===== src/rtl/imem_port_arbiter_pkg.sv =====
// imem_port_arbiter_pkg
//   Shared types and constants for the instruction/data SRAM port arbiter.
//   - state_e   : arbiter FSM state (IDLE, IBURST)
//   - owner_e   : which requester owns an access (OWN_I refill, OWN_D LSU)
//   - rd_tag_t  : one-cycle read-return tag {valid, owner, last}
//   - ADDR_W / DATA_W / BURST_LEN / BEAT_W : bus and burst geometry
package imem_port_arbiter_pkg;

  localparam int ADDR_W    = 32;
  localparam int DATA_W    = 32;
  localparam int BURST_LEN = 4;
  localparam int BEAT_W    = $clog2(BURST_LEN);
  // Byte offset of a line: beat index plus the 2-bit byte-in-word offset.
  localparam int LINE_LSB  = BEAT_W + 2;

  // Bit positions in the 2-bit request/grant vectors.
  localparam int REQ_I = 0;
  localparam int REQ_D = 1;

  typedef enum logic {
    IDLE   = 1'b0,
    IBURST = 1'b1
  } state_e;

  typedef enum logic {
    OWN_I = 1'b0,
    OWN_D = 1'b1
  } owner_e;

  typedef struct packed {
    logic   valid;
    owner_e owner;
    logic   last;
  } rd_tag_t;

endpackage


===== src/rtl/imem_port_arbiter_if.sv =====
// imem_port_arbiter_if
//   Bundles the refill-engine, LSU and SRAM signals of the port arbiter.
//   modport slave  : arbiter view (requests and mem_rdata in; grants,
//                    returned data and SRAM controls out)
//   modport master : requester/SRAM-side view, the mirror of slave
interface imem_port_arbiter_if;
  import imem_port_arbiter_pkg::*;

  // instruction cache refill engine
  logic              i_req;
  logic [ADDR_W-1:0] i_addr;
  logic              i_gnt;
  logic [DATA_W-1:0] i_rdata;
  logic              i_rvalid;
  logic              i_last;

  // load/store unit
  logic              d_req;
  logic              d_we;
  logic [3:0]        d_wstrb;
  logic [ADDR_W-1:0] d_addr;
  logic [DATA_W-1:0] d_wdata;
  logic              d_gnt;
  logic [DATA_W-1:0] d_rdata;
  logic              d_rvalid;

  // SRAM macro
  logic [ADDR_W-1:0] mem_addr;
  logic              mem_we;
  logic [3:0]        mem_wstrb;
  logic [DATA_W-1:0] mem_wdata;
  logic [DATA_W-1:0] mem_rdata;

  modport slave (
    input  i_req, i_addr,
    output i_gnt, i_rdata, i_rvalid, i_last,
    input  d_req, d_we, d_wstrb, d_addr, d_wdata,
    output d_gnt, d_rdata, d_rvalid,
    output mem_addr, mem_we, mem_wstrb, mem_wdata,
    input  mem_rdata
  );

  modport master (
    output i_req, i_addr,
    input  i_gnt, i_rdata, i_rvalid, i_last,
    output d_req, d_we, d_wstrb, d_addr, d_wdata,
    input  d_gnt, d_rdata, d_rvalid,
    input  mem_addr, mem_we, mem_wstrb, mem_wdata,
    output mem_rdata
  );

endinterface


===== src/rtl/imem_port_arbiter_rr_arbiter2.sv =====
// rr_arbiter2
//   Two-requester round-robin picker. A lone requester is always granted;
//   when both request, the one that did not own the last access wins.
//   i_req        : request vector, bit REQ_I = refill, bit REQ_D = LSU
//   i_last_owner : owner of the most recent granted access
//   o_grant      : one-hot grant (all zero when nobody requests)
module rr_arbiter2
  import imem_port_arbiter_pkg::*;
(
  input  logic [1:0] i_req,
  input  owner_e     i_last_owner,
  output logic [1:0] o_grant
);

  always_comb begin
    o_grant = 2'b00;
    case (i_req)
      2'b01:   o_grant = 2'b01;
      2'b10:   o_grant = 2'b10;
      2'b11:   o_grant = (i_last_owner == OWN_D) ? 2'b01 : 2'b10;
      default: o_grant = 2'b00;
    endcase
  end

endmodule


===== src/rtl/imem_port_arbiter.sv =====
// imem_port_arbiter
//   Shares one synchronous-read SRAM port between the I-cache refill engine
//   (4-beat line bursts) and the LSU (single-word reads/writes). A refill
//   grant locks the port for the whole burst; contention alternates
//   round-robin; returned read words are steered by a one-cycle tag.
//   clk : clock
//   rst : synchronous, active-high reset
//   bus : imem_port_arbiter_if.slave (refill, LSU and SRAM signals)
//
//   state  | meaning
//   IDLE   | arbitrate; an I grant issues beat 0, a D grant issues one word
//   IBURST | issue refill beats 1..BURST_LEN-1, no grants
module imem_port_arbiter
  import imem_port_arbiter_pkg::*;
(
  input  logic                clk,
  input  logic                rst,
  imem_port_arbiter_if.slave  bus
);

  localparam logic [BEAT_W-1:0] BEAT_LAST = BEAT_W'(BURST_LEN - 1);

  state_e                     r_state;
  logic [BEAT_W-1:0]          r_beat;
  owner_e                     r_last_owner;
  logic [ADDR_W-1:LINE_LSB]   r_line;
  rd_tag_t                    r_tag;

  logic [1:0]                 w_grant;
  logic                       w_i_gnt;
  logic                       w_d_gnt;
  rd_tag_t                    w_tag_nxt;
  logic [ADDR_W-1:0]          w_mem_addr;
  logic                       w_mem_we;
  logic [3:0]                 w_mem_wstrb;
  logic [DATA_W-1:0]          w_mem_wdata;
  logic                       w_i_rvalid;
  logic                       w_d_rvalid;
  logic                       w_unused_addr_bits;

  // Sub-line and sub-word address bits carry no information here.
  assign w_unused_addr_bits = ^{bus.i_addr[LINE_LSB-1:0], bus.d_addr[1:0]};

  rr_arbiter2 u_rr (
    .i_req        ({bus.d_req, bus.i_req}),
    .i_last_owner (r_last_owner),
    .o_grant      (w_grant)
  );

  assign w_i_gnt = (r_state == IDLE) && w_grant[REQ_I];
  assign w_d_gnt = (r_state == IDLE) && w_grant[REQ_D];

  // SRAM controls are combinational so a grant issues its address in the
  // same cycle; an idle port drives all zeros.
  always_comb begin
    w_mem_addr  = '0;
    w_mem_we    = 1'b0;
    w_mem_wstrb = 4'b0000;
    w_mem_wdata = '0;
    if (r_state == IBURST) begin
      w_mem_addr = {r_line, r_beat, 2'b00};
    end else if (w_i_gnt) begin
      w_mem_addr = {bus.i_addr[ADDR_W-1:LINE_LSB], {BEAT_W{1'b0}}, 2'b00};
    end else if (w_d_gnt) begin
      w_mem_addr  = {bus.d_addr[ADDR_W-1:2], 2'b00};
      w_mem_we    = bus.d_we;
      w_mem_wstrb = bus.d_we ? bus.d_wstrb : 4'b0000;
      w_mem_wdata = bus.d_wdata;
    end
  end

  // Tag describing the read issued this cycle; it lines up with mem_rdata
  // one cycle later.
  always_comb begin
    w_tag_nxt = '0;
    if (r_state == IBURST) begin
      w_tag_nxt.valid = 1'b1;
      w_tag_nxt.owner = OWN_I;
      w_tag_nxt.last  = (r_beat == BEAT_LAST);
    end else if (w_i_gnt) begin
      w_tag_nxt.valid = 1'b1;
      w_tag_nxt.owner = OWN_I;
    end else if (w_d_gnt && !bus.d_we) begin
      w_tag_nxt.valid = 1'b1;
      w_tag_nxt.owner = OWN_D;
    end
  end

  always_ff @(posedge clk) begin
    if (rst) begin
      r_state      <= IDLE;
      r_beat       <= '0;
      r_last_owner <= OWN_D;
      r_line       <= '0;
      r_tag        <= '0;
    end else begin
      r_tag <= w_tag_nxt;
      case (r_state)
        IDLE: begin
          if (w_i_gnt) begin
            r_line       <= bus.i_addr[ADDR_W-1:LINE_LSB];
            r_beat       <= BEAT_W'(1);
            r_state      <= IBURST;
            r_last_owner <= OWN_I;
          end else if (w_d_gnt) begin
            r_last_owner <= OWN_D;
          end
        end
        IBURST: begin
          // The last beat wraps the counter back to zero.
          r_beat <= r_beat + BEAT_W'(1);
          if (r_beat == BEAT_LAST) begin
            r_state <= IDLE;
          end
        end
        default: r_state <= IDLE;
      endcase
    end
  end

  assign w_i_rvalid = r_tag.valid && (r_tag.owner == OWN_I);
  assign w_d_rvalid = r_tag.valid && (r_tag.owner == OWN_D);

  assign bus.i_gnt     = w_i_gnt;
  assign bus.d_gnt     = w_d_gnt;
  assign bus.i_rvalid  = w_i_rvalid;
  assign bus.i_last    = w_i_rvalid && r_tag.last;
  assign bus.d_rvalid  = w_d_rvalid;
  assign bus.i_rdata   = w_i_rvalid ? bus.mem_rdata : '0;
  assign bus.d_rdata   = w_d_rvalid ? bus.mem_rdata : '0;
  assign bus.mem_addr  = w_mem_addr;
  assign bus.mem_we    = w_mem_we;
  assign bus.mem_wstrb = w_mem_wstrb;
  assign bus.mem_wdata = w_mem_wdata;

endmodule


===== src/flat_wrapper.sv =====
// flat-port wrapper written by rule: the top's interface ports become plain ports
module imem_port_arbiter_flat import imem_port_arbiter_pkg::*;
  (clk, rst, bus_i_req, bus_i_addr, bus_i_gnt, bus_i_rdata, bus_i_rvalid, bus_i_last, bus_d_req, bus_d_we, bus_d_wstrb, bus_d_addr, bus_d_wdata, bus_d_gnt, bus_d_rdata, bus_d_rvalid, bus_mem_addr, bus_mem_we, bus_mem_wstrb, bus_mem_wdata, bus_mem_rdata);
  imem_port_arbiter_if bus_i ();
  input  logic clk;
  input  logic rst;
  input wire logic [$bits(bus_i.i_req)-1:0] bus_i_req;
  input wire logic [$bits(bus_i.i_addr)-1:0] bus_i_addr;
  output wire logic [$bits(bus_i.i_gnt)-1:0] bus_i_gnt;
  output wire logic [$bits(bus_i.i_rdata)-1:0] bus_i_rdata;
  output wire logic [$bits(bus_i.i_rvalid)-1:0] bus_i_rvalid;
  output wire logic [$bits(bus_i.i_last)-1:0] bus_i_last;
  input wire logic [$bits(bus_i.d_req)-1:0] bus_d_req;
  input wire logic [$bits(bus_i.d_we)-1:0] bus_d_we;
  input wire logic [$bits(bus_i.d_wstrb)-1:0] bus_d_wstrb;
  input wire logic [$bits(bus_i.d_addr)-1:0] bus_d_addr;
  input wire logic [$bits(bus_i.d_wdata)-1:0] bus_d_wdata;
  output wire logic [$bits(bus_i.d_gnt)-1:0] bus_d_gnt;
  output wire logic [$bits(bus_i.d_rdata)-1:0] bus_d_rdata;
  output wire logic [$bits(bus_i.d_rvalid)-1:0] bus_d_rvalid;
  output wire logic [$bits(bus_i.mem_addr)-1:0] bus_mem_addr;
  output wire logic [$bits(bus_i.mem_we)-1:0] bus_mem_we;
  output wire logic [$bits(bus_i.mem_wstrb)-1:0] bus_mem_wstrb;
  output wire logic [$bits(bus_i.mem_wdata)-1:0] bus_mem_wdata;
  input wire logic [$bits(bus_i.mem_rdata)-1:0] bus_mem_rdata;
  assign bus_i.i_req = bus_i_req;
  assign bus_i.i_addr = bus_i_addr;
  assign bus_i_gnt = bus_i.i_gnt;
  assign bus_i_rdata = bus_i.i_rdata;
  assign bus_i_rvalid = bus_i.i_rvalid;
  assign bus_i_last = bus_i.i_last;
  assign bus_i.d_req = bus_d_req;
  assign bus_i.d_we = bus_d_we;
  assign bus_i.d_wstrb = bus_d_wstrb;
  assign bus_i.d_addr = bus_d_addr;
  assign bus_i.d_wdata = bus_d_wdata;
  assign bus_d_gnt = bus_i.d_gnt;
  assign bus_d_rdata = bus_i.d_rdata;
  assign bus_d_rvalid = bus_i.d_rvalid;
  assign bus_mem_addr = bus_i.mem_addr;
  assign bus_mem_we = bus_i.mem_we;
  assign bus_mem_wstrb = bus_i.mem_wstrb;
  assign bus_mem_wdata = bus_i.mem_wdata;
  assign bus_i.mem_rdata = bus_mem_rdata;
  imem_port_arbiter u_core (.clk(clk), .rst(rst), .bus(bus_i));
endmodule

===== config.mk =====
export PLATFORM = sky130hd
export DESIGN_NAME = imem_port_arbiter_flat
export DESIGN_NICKNAME = d
export VERILOG_FILES = /design/src/rtl/imem_port_arbiter_pkg.sv /design/src/rtl/imem_port_arbiter_if.sv /design/src/rtl/imem_port_arbiter_rr_arbiter2.sv /design/src/rtl/imem_port_arbiter.sv /design/src/flat_wrapper.sv
export SDC_FILE = /design/constraint.sdc
export NUM_CORES = 1
export LEC_CHECK = 0
export CORE_AREA = 2 2 107 109
export CTS_CLUSTER_DIAMETER = 100
export DETAILED_ROUTE_END_ITERATION = 6
export DIE_AREA = 0 0 109 111
export GPL_TIMING_DRIVEN = 1
export PLACE_DENSITY = 0.7
export SLEW_MARGIN = 20
export SYNTH_ARGS = -nofsm -noshare
export SYNTH_HDL_FRONTEND = slang
export SYNTH_HIERARCHICAL = 1
export SYNTH_SLANG_ARGS = --single-unit

===== constraint.sdc =====
create_clock -name clk -period 2 [get_ports clk]
set_clock_uncertainty 0.05 [all_clocks]
set_input_delay 0.4 -clock clk [delete_from_list [all_inputs] [get_ports clk]]
set_output_delay 0.4 -clock clk [all_outputs]
set_load 0.05 [all_outputs]

* Yosys cells after proc, flatten, opt, wreduce, memory -nomap -nowiden
Cells that the tools add are included.
Operators by class: add/subtract/negate cells 1, equality and inequality tests 5, muxes and demuxes 27, bitwise operators 2, reduce and logical (&&, ||, !) cells 12
Operator list (number):
- $mux 32 | 8
- $mux 4 | 4
- $mux 2 | 5
- $mux 1 | 7
- $eq 2x2->1 const B | 3
- $logic_and 1x1->1 | 6
- $pmux 2 s3 | 1
- $pmux 2 s2 | 1
- $reduce_and 2->1 | 2
- $reduce_or 3->1 | 1
- $add 2x1->2 const B | 1
- $eq 2x1->1 const B | 1
- $ne 2x2->1 const B | 1
- $not 1->1 | 2
- $pmux 1 s2 | 1
- $reduce_bool 2->1 | 1
- $reduce_or 2->1 | 1
- $logic_not 1->1 | 1
Storage, ports and cells: flip-flop bits (word level) 35, output and inout bits 138, logic and storage cells 54

* Depth between registers and ports, before layout
word-level depth 7, depth in mapped cells 8

* Hierarchy
The synthesis kept the hierarchy.
Modules (own cells, without submodules):
- imem_port_arbiter | times used 1, cells an instance 399, area each 2697.6 um^2
- rr_arbiter2 | times used 1, cells an instance 3, area each 18.8 um^2

* Least setup slack after synthesis
No wires, ideal clock.
path type input -> output, from input port bus_d_req, to output port bus_mem_wdata[11], arrival 2.371 ns, slack -0.821 ns, stages 6, path buffers 2, path through a21boi_0 nor2b_1 and2b_1 buf_2 buf_4 and2_1
Between the ends: cells in the longest elaborated chain, start to end 6, elaborated cells on any way between the ends 9, classes of those cells 3 x eq/ne; 4 x mux; 2 x reduce/logical
Ends and longest elaborated chain:
- start: declaration | RTL line flat_wrapper.sv:13 | input wire logic [$bits(bus_i.d_req)-1:0] bus_d_req;
- $eq 2x2->1 or $eq 2x1->1 (tied branches) | RTL line imem_port_arbiter_rr_arbiter2.sv:17 | case (i_req)
- $pmux 2 s3 * | RTL line imem_port_arbiter_rr_arbiter2.sv:17
- $logic_and 1x1->1 * | RTL line imem_port_arbiter.sv:51 | assign w_d_gnt = (r_state == IDLE) && w_grant[REQ_D];
- via bus_d_gnt | RTL line flat_wrapper.sv:18 | output wire logic [$bits(bus_i.d_gnt)-1:0] bus_d_gnt;
- $mux 32 * | RTL line imem_port_arbiter.sv:64 | end else if (w_d_gnt) begin
- $mux 32 * | RTL line imem_port_arbiter.sv:62 | end else if (w_i_gnt) begin
- $mux 32 * | RTL line imem_port_arbiter.sv:60 | if (r_state == IBURST) begin
- end: declaration | RTL line flat_wrapper.sv:24 | output wire logic [$bits(bus_i.mem_wdata)-1:0] bus_mem_wdata;
Mark *: on every way through the listed nets, which the timed path passes. The rest lies on a longest branch.

* Worst setup path in the final report
from register u_core.r_last_owner, to output port bus_mem_wdata[25]
Between the ends: cells in the longest elaborated chain, start to end 6, elaborated cells on any way between the ends 7, classes of those cells 5 x mux; 2 x reduce/logical
Ends and longest elaborated chain:
- start: declaration | RTL line imem_port_arbiter.sv:25 | owner_e r_last_owner;
- start signal: assignment | RTL line imem_port_arbiter.sv:93 | r_last_owner <= OWN_D;
- start signal: assignment | RTL line imem_port_arbiter.sv:104 | r_last_owner <= OWN_I;
- start signal: assignment | RTL line imem_port_arbiter.sv:106 | r_last_owner <= OWN_D;
- $mux 2 | RTL line imem_port_arbiter_rr_arbiter2.sv:20 | 2'b11: o_grant = (i_last_owner == OWN_D) ? 2'b01 : 2'b10;
- $pmux 2 s3 | RTL line imem_port_arbiter_rr_arbiter2.sv:17
- via u_core.w_grant[1] | RTL line imem_port_arbiter.sv:29 | logic [1:0] w_grant;
- $logic_and 1x1->1 | RTL line imem_port_arbiter.sv:51
- $mux 32 | RTL line imem_port_arbiter.sv:64
- $mux 32 | RTL line imem_port_arbiter.sv:62
- $mux 32 | RTL line imem_port_arbiter.sv:60
The timed path passes the listed nets, and every way through them passes these cells.

==> impl_results.md <==
* Initial Util at 0.245
* Clock Path Buffers at 2
* Most frequent cells in the layout: buf_12 (140), clkdlybuf4s50_1 (128), nand2_1 (114), and2_1 (34)
* CTS Buf Count at 5
* Final worst slack at -0.163 ns
* Hold_buf cts at 0
* Clock latency on the worst-skew pair at 0.27 ns
* Met2 usage at 0.448
* Status: finished with violations
* Vias in the first global route at 3,918
* Die Y at 111 um
* Initial antenna violation count at 1
* CP Launch Type: flip-flop
* Core ar. at 0.0111 mm2
* CTS Root Cell: clkbuf_16
* Slew Viols, Final at 0
* Met3 usage at 0.0670
* Fin crit share at 1.08
* Flop and latch count out of synthesis at 35
* Final worst path period need at 2.16 ns
* Final-stage net count at 810
* Row cnt at 39
* Area growth syn-to-layout at 180%
* Worst EP required at 1.55 ns
* IO Port Bufs at 266
* Maxcap violations at 0
* Final std cells w/o fill at 817
* Failing checks: negative setup slack
* Cells after Synth at 402
* Setup WS pre-CTS at -0.529 ns
* DR vias at 3,842
* Wirelength, routed at 15,100 um
* Final HPWL DP at 11,100 um
* TritonCTS clock tree: yes
* Unrepaired setup endpoints after global routing: yes
* First-pass GRT wire length at 22,000 um
* Via-per-instance ratio at 4.70
* Setup violators final at 67
* CP Max Fanout at 10
* Unique masters post-synth at 26
* Met1 Track Usage GR at 0.235
* Placed cell count at 791
* Arr. time, crit path at 1.71 ns
* Sink Count at 35
* Maximum VDD drop at 0.298 mV
* Area of the mapped netlist at 0.00272 mm2
* Initial DRC count at 137
* Die area at 0.0121 mm2
* PwrDens at 467 mW/mm2
* H-tree Lvls at 2
* WL/cell at 18.5 um
* Critical path class: flip-flop to primary output
* Synth warn at 6
* GRT Residual Overflow at 0
* Highest attainable clock frequency at 462 MHz
* Worst hold slack at 0.407 ns
* CP Capture Type: primary output
* Leakage at 3.24 nW
* Share of layout cells above drive strength 1 at 0.388
* First-pass DRT Iterations at 4
* Finished Cell Area at 0.00760 mm2
* Most common cell after layout, fill and taps aside: buf_12
* GR peak layer: met2
* Seq/Total Area, Yosys at 0.258
* Clock transition at path regs at 0.05 ns
* Remaining antenna violation count at 0
* Residual DRC count at 0
* Total track usage at 0.234
* Num ports at 275
* Largest net degree at the start of global routing at 36
* Placed instance area at 0.00703 mm2
* GPL Wtd Cong at 0.837
* Syn Area/Cell at 6.76 um2
* Die width at 109 um
* Hold WC Path Type: flip-flop to flip-flop
* Final hold vios at 0
## kinds of logic after synthesis
kind of cell / share of synthesized area
simple gates: 0.430
compound gates: 0.122
buf+inv: 0.0719
flops: 0.258
mux: 0.112
fa+ha+maj: 0.00461
other cells: 0.00138
## through the flow
step	power, mW	util	TNS, ns
final	3.55	0.686	-8.77
after global placement	2.65	0.635	-36.20
after floorplan	1.66	-	-0.655
after global routing	3.69	0.686	-12.70
after CTS	3.53	0.675	-9.16
after detailed placement	2.67	0.635	-39.82
## layer usage
metal  vias to the layer above  part of all wire
met5                         -                 0
met4                         0             0.032
met3                        31             0.082
met2                       164              0.54
met1                      1790              0.35
li1                       1857                 -
## worst max-delay path, stage by stage, from the launching register on
cell,delay [ns]
dfxtp_4,0.36
a21boi_4,0.16
nor2b_4,0.17
and2b_4,0.20
buf_12,0.14
buf_16,0.13
and2_4,0.15
buf_12,0.13
## final timing paths
check / from / endpoint / slack, ns / cells after the start
max: u_core/r_last_owner / bus_mem_wdata[25] / -0.16 / 7
min reg2reg: u_core/r_line[20] / u_core/r_line[20] / 0.41 / 2
max reg2reg: u_core/r_state / u_core/r_line[11] / 0.29 / 5
min: u_core/r_line[20] / u_core/r_line[20] / 0.41 / 2
## report_power, final
group          internal [mW]  leakage [nW]  switching, mW
clock network          0.460        0.0679          0.268
logic                   1.05          2.88          0.998
registers              0.743         0.288         0.0339
total                   2.25          3.24           1.30
## synth_stat cells
cell / instances / area share
a211oi_1: 1 / 0.0028
a21boi_0: 1 / 0.0028
a21boi_1: 1 / 0.0028
a21oi_1: 31 / 0.057
a221oi_1: 1 / 0.0032
and2_1: 67 / 0.15
and2b_1: 2 / 0.0055
and3_1: 36 / 0.083
buf_1: 2 / 0.0028
buf_2: 9 / 0.017
buf_4: 8 / 0.022
clkbuf_1: 19 / 0.026
conb_1: 1 / 0.0014
dfxtp_1: 35 / 0.26
ha_1: 1 / 0.0046
inv_1: 3 / 0.0041
mux2_2: 27 / 0.11
nand2_1: 115 / 0.16
nand2b_1: 3 / 0.0069
nand3b_1: 1 / 0.0028
nor2_1: 3 / 0.0041
nor2b_1: 2 / 0.0046
nor3_1: 1 / 0.0018
nor3b_1: 3 / 0.0083
o21ai_0: 28 / 0.052
o21ai_1: 1 / 0.0018
## layout make-up
type	count	area, um2
sequential	35	708
clock inverter	1	5.00
fill	798	3470
multi-input combinational	327	2110
inverter	3	13.8
antenna	1	2.50
timing repair buffer	300	4450
tap	143	179
clock buffer	7	133
## registers in the layout, summed over array words and instances (netlist names)
| register | flops |
|---|---|
| u_core/r_tag | 3 |
| u_core/r_beat | 2 |
| u_core/r_line | 28 |
| u_core/r_last_owner | 1 |
| u_core/r_state | 1 |
## timing repair
item / CTS / global route
pin swaps: 6 / 8
endpoints found under the setup margin: 69 / 68
cloned: 4 / 4
resized for setup: 47 / 31
setup buffers: 8 / 4
endpoints found under the hold margin: 0 / 0
Note: power is estimated with default switching activity, not from simulation.
==> variant: new RTL, same flow settings <==
`ADDR_W`: 32 -> 28.
--- a/src/rtl/imem_port_arbiter_pkg.sv
+++ b/src/rtl/imem_port_arbiter_pkg.sv
@@ -7,5 +7,5 @@
 package imem_port_arbiter_pkg;
 
-  localparam int ADDR_W    = 32;
+  localparam int ADDR_W    = 28;
   localparam int DATA_W    = 32;
   localparam int BURST_LEN = 4;
Ports: changed (resized bus_d_addr, bus_i_addr and bus_mem_addr); port bits go from 275 to 263. The function was not compared with the original's and may differ.
==> variant against the original RTL <==
- sequential cell count is 4 lower
- final cell count shrank 5.6%
- worst setup slack worse by 0.020 ns
- largest cell class unchanged
- area after synthesis decreased by 6.0%
- final area shrank 3.8%
- routed wire length fell by 8.7%
- critical endpoint is now bus_mem_wdata[5]
- clock power is 2% higher
- total power is 4.9% lower
- the run still ends with negative setup slack left
==> variant: results (changes against the original RTL) <==
<table>
<tr><th>Metric</th><th>Value</th></tr>
<tr><th colspan="2">Outcome</th></tr>
<tr><td>Status</td><td>complete, but fails checks</td></tr>
<tr><td>Failing checks</td><td>negative setup slack</td></tr>
<tr><th colspan="2">Timing</th></tr>
<tr><td>Min setup slack post-route</td><td>-0.1833 ns (-0.02020 ns)</td></tr>
<tr><td>Count of final setup violators</td><td>63 (-6.0%)</td></tr>
<tr><th colspan="2">GRT</th></tr>
<tr><td>Largest net degree at the start of global routing</td><td>39 (+8.3%)</td></tr>
<tr><td>Wire length of the first global-routing pass</td><td>20.63 mm (-6.3%)</td></tr>
<tr><td>Via count of the first global-routing pass</td><td>3,706 (-5.4%)</td></tr>
<tr><td>Overall global routing resource usage</td><td>0.2182 (-0.01610)</td></tr>
<tr><td>Number of antenna violations at the first check in global routing</td><td>0 (-1)</td></tr>
<tr><th colspan="2">Placement</th></tr>
<tr><td>DP HPWL</td><td>10.03 mm (-9.9%)</td></tr>
<tr><td>Quantity of I/O buffers inserted on ports</td><td>254 (-4.5%)</td></tr>
<tr><td>Number of placed instances with taps included</td><td>750 (-5.2%)</td></tr>
<tr><th colspan="2">Power and ir drop</th></tr>
<tr><td>Reported clock group power</td><td>0.739 mW (+2%)</td></tr>
<tr><td>Highest ir drop seen on vdd</td><td>0.5344 mV (+79%)</td></tr>
<tr><td>PnR Total Power</td><td>3.374 mW (-4.9%)</td></tr>
<tr><td>Flip-flop and latch power</td><td>0.684 mW (-12%)</td></tr>
<tr><td>P_leak</td><td>3.143 nW (-2.9%)</td></tr>
<tr><th colspan="2">Critical path</th></tr>
<tr><td>Register-to-Register Setup Slack</td><td>0.35 ns (+0.06 ns)</td></tr>
<tr><td>Worst R2R Path Depth</td><td>9 (+4)</td></tr>
<tr><td>Largest fanout of any net on the critical path</td><td>38 (+28)</td></tr>
<tr><td>FF-to-FF End</td><td>u_core/r_line[15]$_SDFFE_PP0P_</td></tr>
<tr><td>Cell class contributing the biggest share of worst-path delay</td><td>buffers and inverters</td></tr>
<tr><th colspan="2">Drt</th></tr>
<tr><td>Post-DR wirelength/cell</td><td>17.88 um (-3.2%)</td></tr>
<tr><td>Total routed wirelength</td><td>13.78 mm (-8.7%)</td></tr>
<tr><td>Drt via density</td><td>4.678 (-0.52%)</td></tr>
<tr><td>Initial DRT Pass Iterations</td><td>5 (+1)</td></tr>
<tr><th colspan="2">Logic synthesis</th></tr>
<tr><td>Number of distinct library cells after synthesis</td><td>32 (+23%)</td></tr>
<tr><th colspan="2">Cells and area</th></tr>
<tr><td>Net total in the final layout</td><td>758 (-6.4%)</td></tr>
<tr><th colspan="2">Worst hold path</th></tr>
<tr><td>Min-Delay Startpoint</td><td>u_core/r_line[5]$_SDFFE_PP0P_</td></tr>
<tr><td>Capture endpoint of the worst hold path</td><td>u_core/r_line[5]$_SDFFE_PP0P_</td></tr>
</table>
## variant: cell count changes after synthesis, sizes merged
| cell | unedited run | this run |
|---|---|---|
| nand2 | 115 | 99 |
| mux2 | 27 | 23 |
| nor3b | 3 | 2 |
| a211oi | 1 | 2 |
| a21oi | 31 | 27 |
| buf | 19 | 23 |
| o21ai | 29 | 25 |
| clkbuf | 19 | 13 |
| dfxtp | 35 | 31 |
## variant: worst max-delay path by stage
stage / from / to / slack (ns) / cells past startpoint
final: u_core/r_last_owner$_SDFFE_PP1P_ / bus_mem_wdata[5] / -0.18 / 8
after detailed placement: bus_d_req / bus_mem_addr[3] / -0.48 / 7
after floorplan: bus_i_req / bus_mem_addr[3] / -0.07 / 5
after global routing: u_core/r_last_owner$_SDFFE_PP1P_ / bus_mem_wdata[4] / -0.22 / 8
after global placement: bus_d_req / bus_mem_wstrb[3] / -0.44 / 7
after CTS: u_core/r_last_owner$_SDFFE_PP1P_ / bus_mem_wstrb[0] / -0.16 / 6
## variant: worst register-to-register path, stage by stage (launching register included)
cell and delay [ns]:
sky130_fd_sc_hd__dfxtp_4 0.37, sky130_fd_sc_hd__inv_4 0.04, sky130_fd_sc_hd__a21boi_4 0.17, sky130_fd_sc_hd__buf_6 0.16
sky130_fd_sc_hd__buf_2 0.17, sky130_fd_sc_hd__nand2b_4 0.07, sky130_fd_sc_hd__inv_4 0.07, sky130_fd_sc_hd__buf_4 0.22
sky130_fd_sc_hd__nand2_1 0.09, sky130_fd_sc_hd__a21oi_1 0.15
## variant: repair_timing
action	4_1_cts	5_1_grt
buffers inserted	6	2
hold buffers	0	0
cloned	5	2
setup endpoints to repair	64	63
hold endpoints to repair	0	0
pin swaps	20	7
resized for setup	96	31
## variant: metal layers
layer,part of all wire,wire (um),global-route usage
met1,0.36,4975,0.2380
met2,0.53,7325,0.4058
met3,0.086,1182,0.05585
met4,0.022,299,0.06154
met5,0,0,0
## variant: cell type report
| class | instances | area, um2 |
|---|---|---|
| clock inverter | 1 | 5.005 |
| clock buffer | 6 | 138.9 |
| multi-input combinational | 299 | 2073 |
| fill | 844 | 3759 |
| timing repair buffer | 288 | 4282 |
| inverter | 3 | 16.27 |
| tap | 143 | 178.9 |
| sequential | 31 | 624.3 |
## variant: stage by stage
step             util  setup TNS [ns]  area, um2
4_1_cts        0.6469          -6.470       7166
6_report       0.6607          -7.901       7318
3_5_place_dp   0.6006          -25.32       6653
2_1_floorplan       -         -0.5619       2636
5_1_grt        0.6607          -10.93       7318
3_3_place_gp   0.6006          -22.87       6653
## variant: logic make-up after synthesis
group	synth area share
AOI/OAI and AO/OA	0.1172
adders and majority gates	0.004901
buffers and inverters	0.09363
DFF	0.2431
muxes	0.1015
other	0.001469
and+or+nand+nor	0.4382
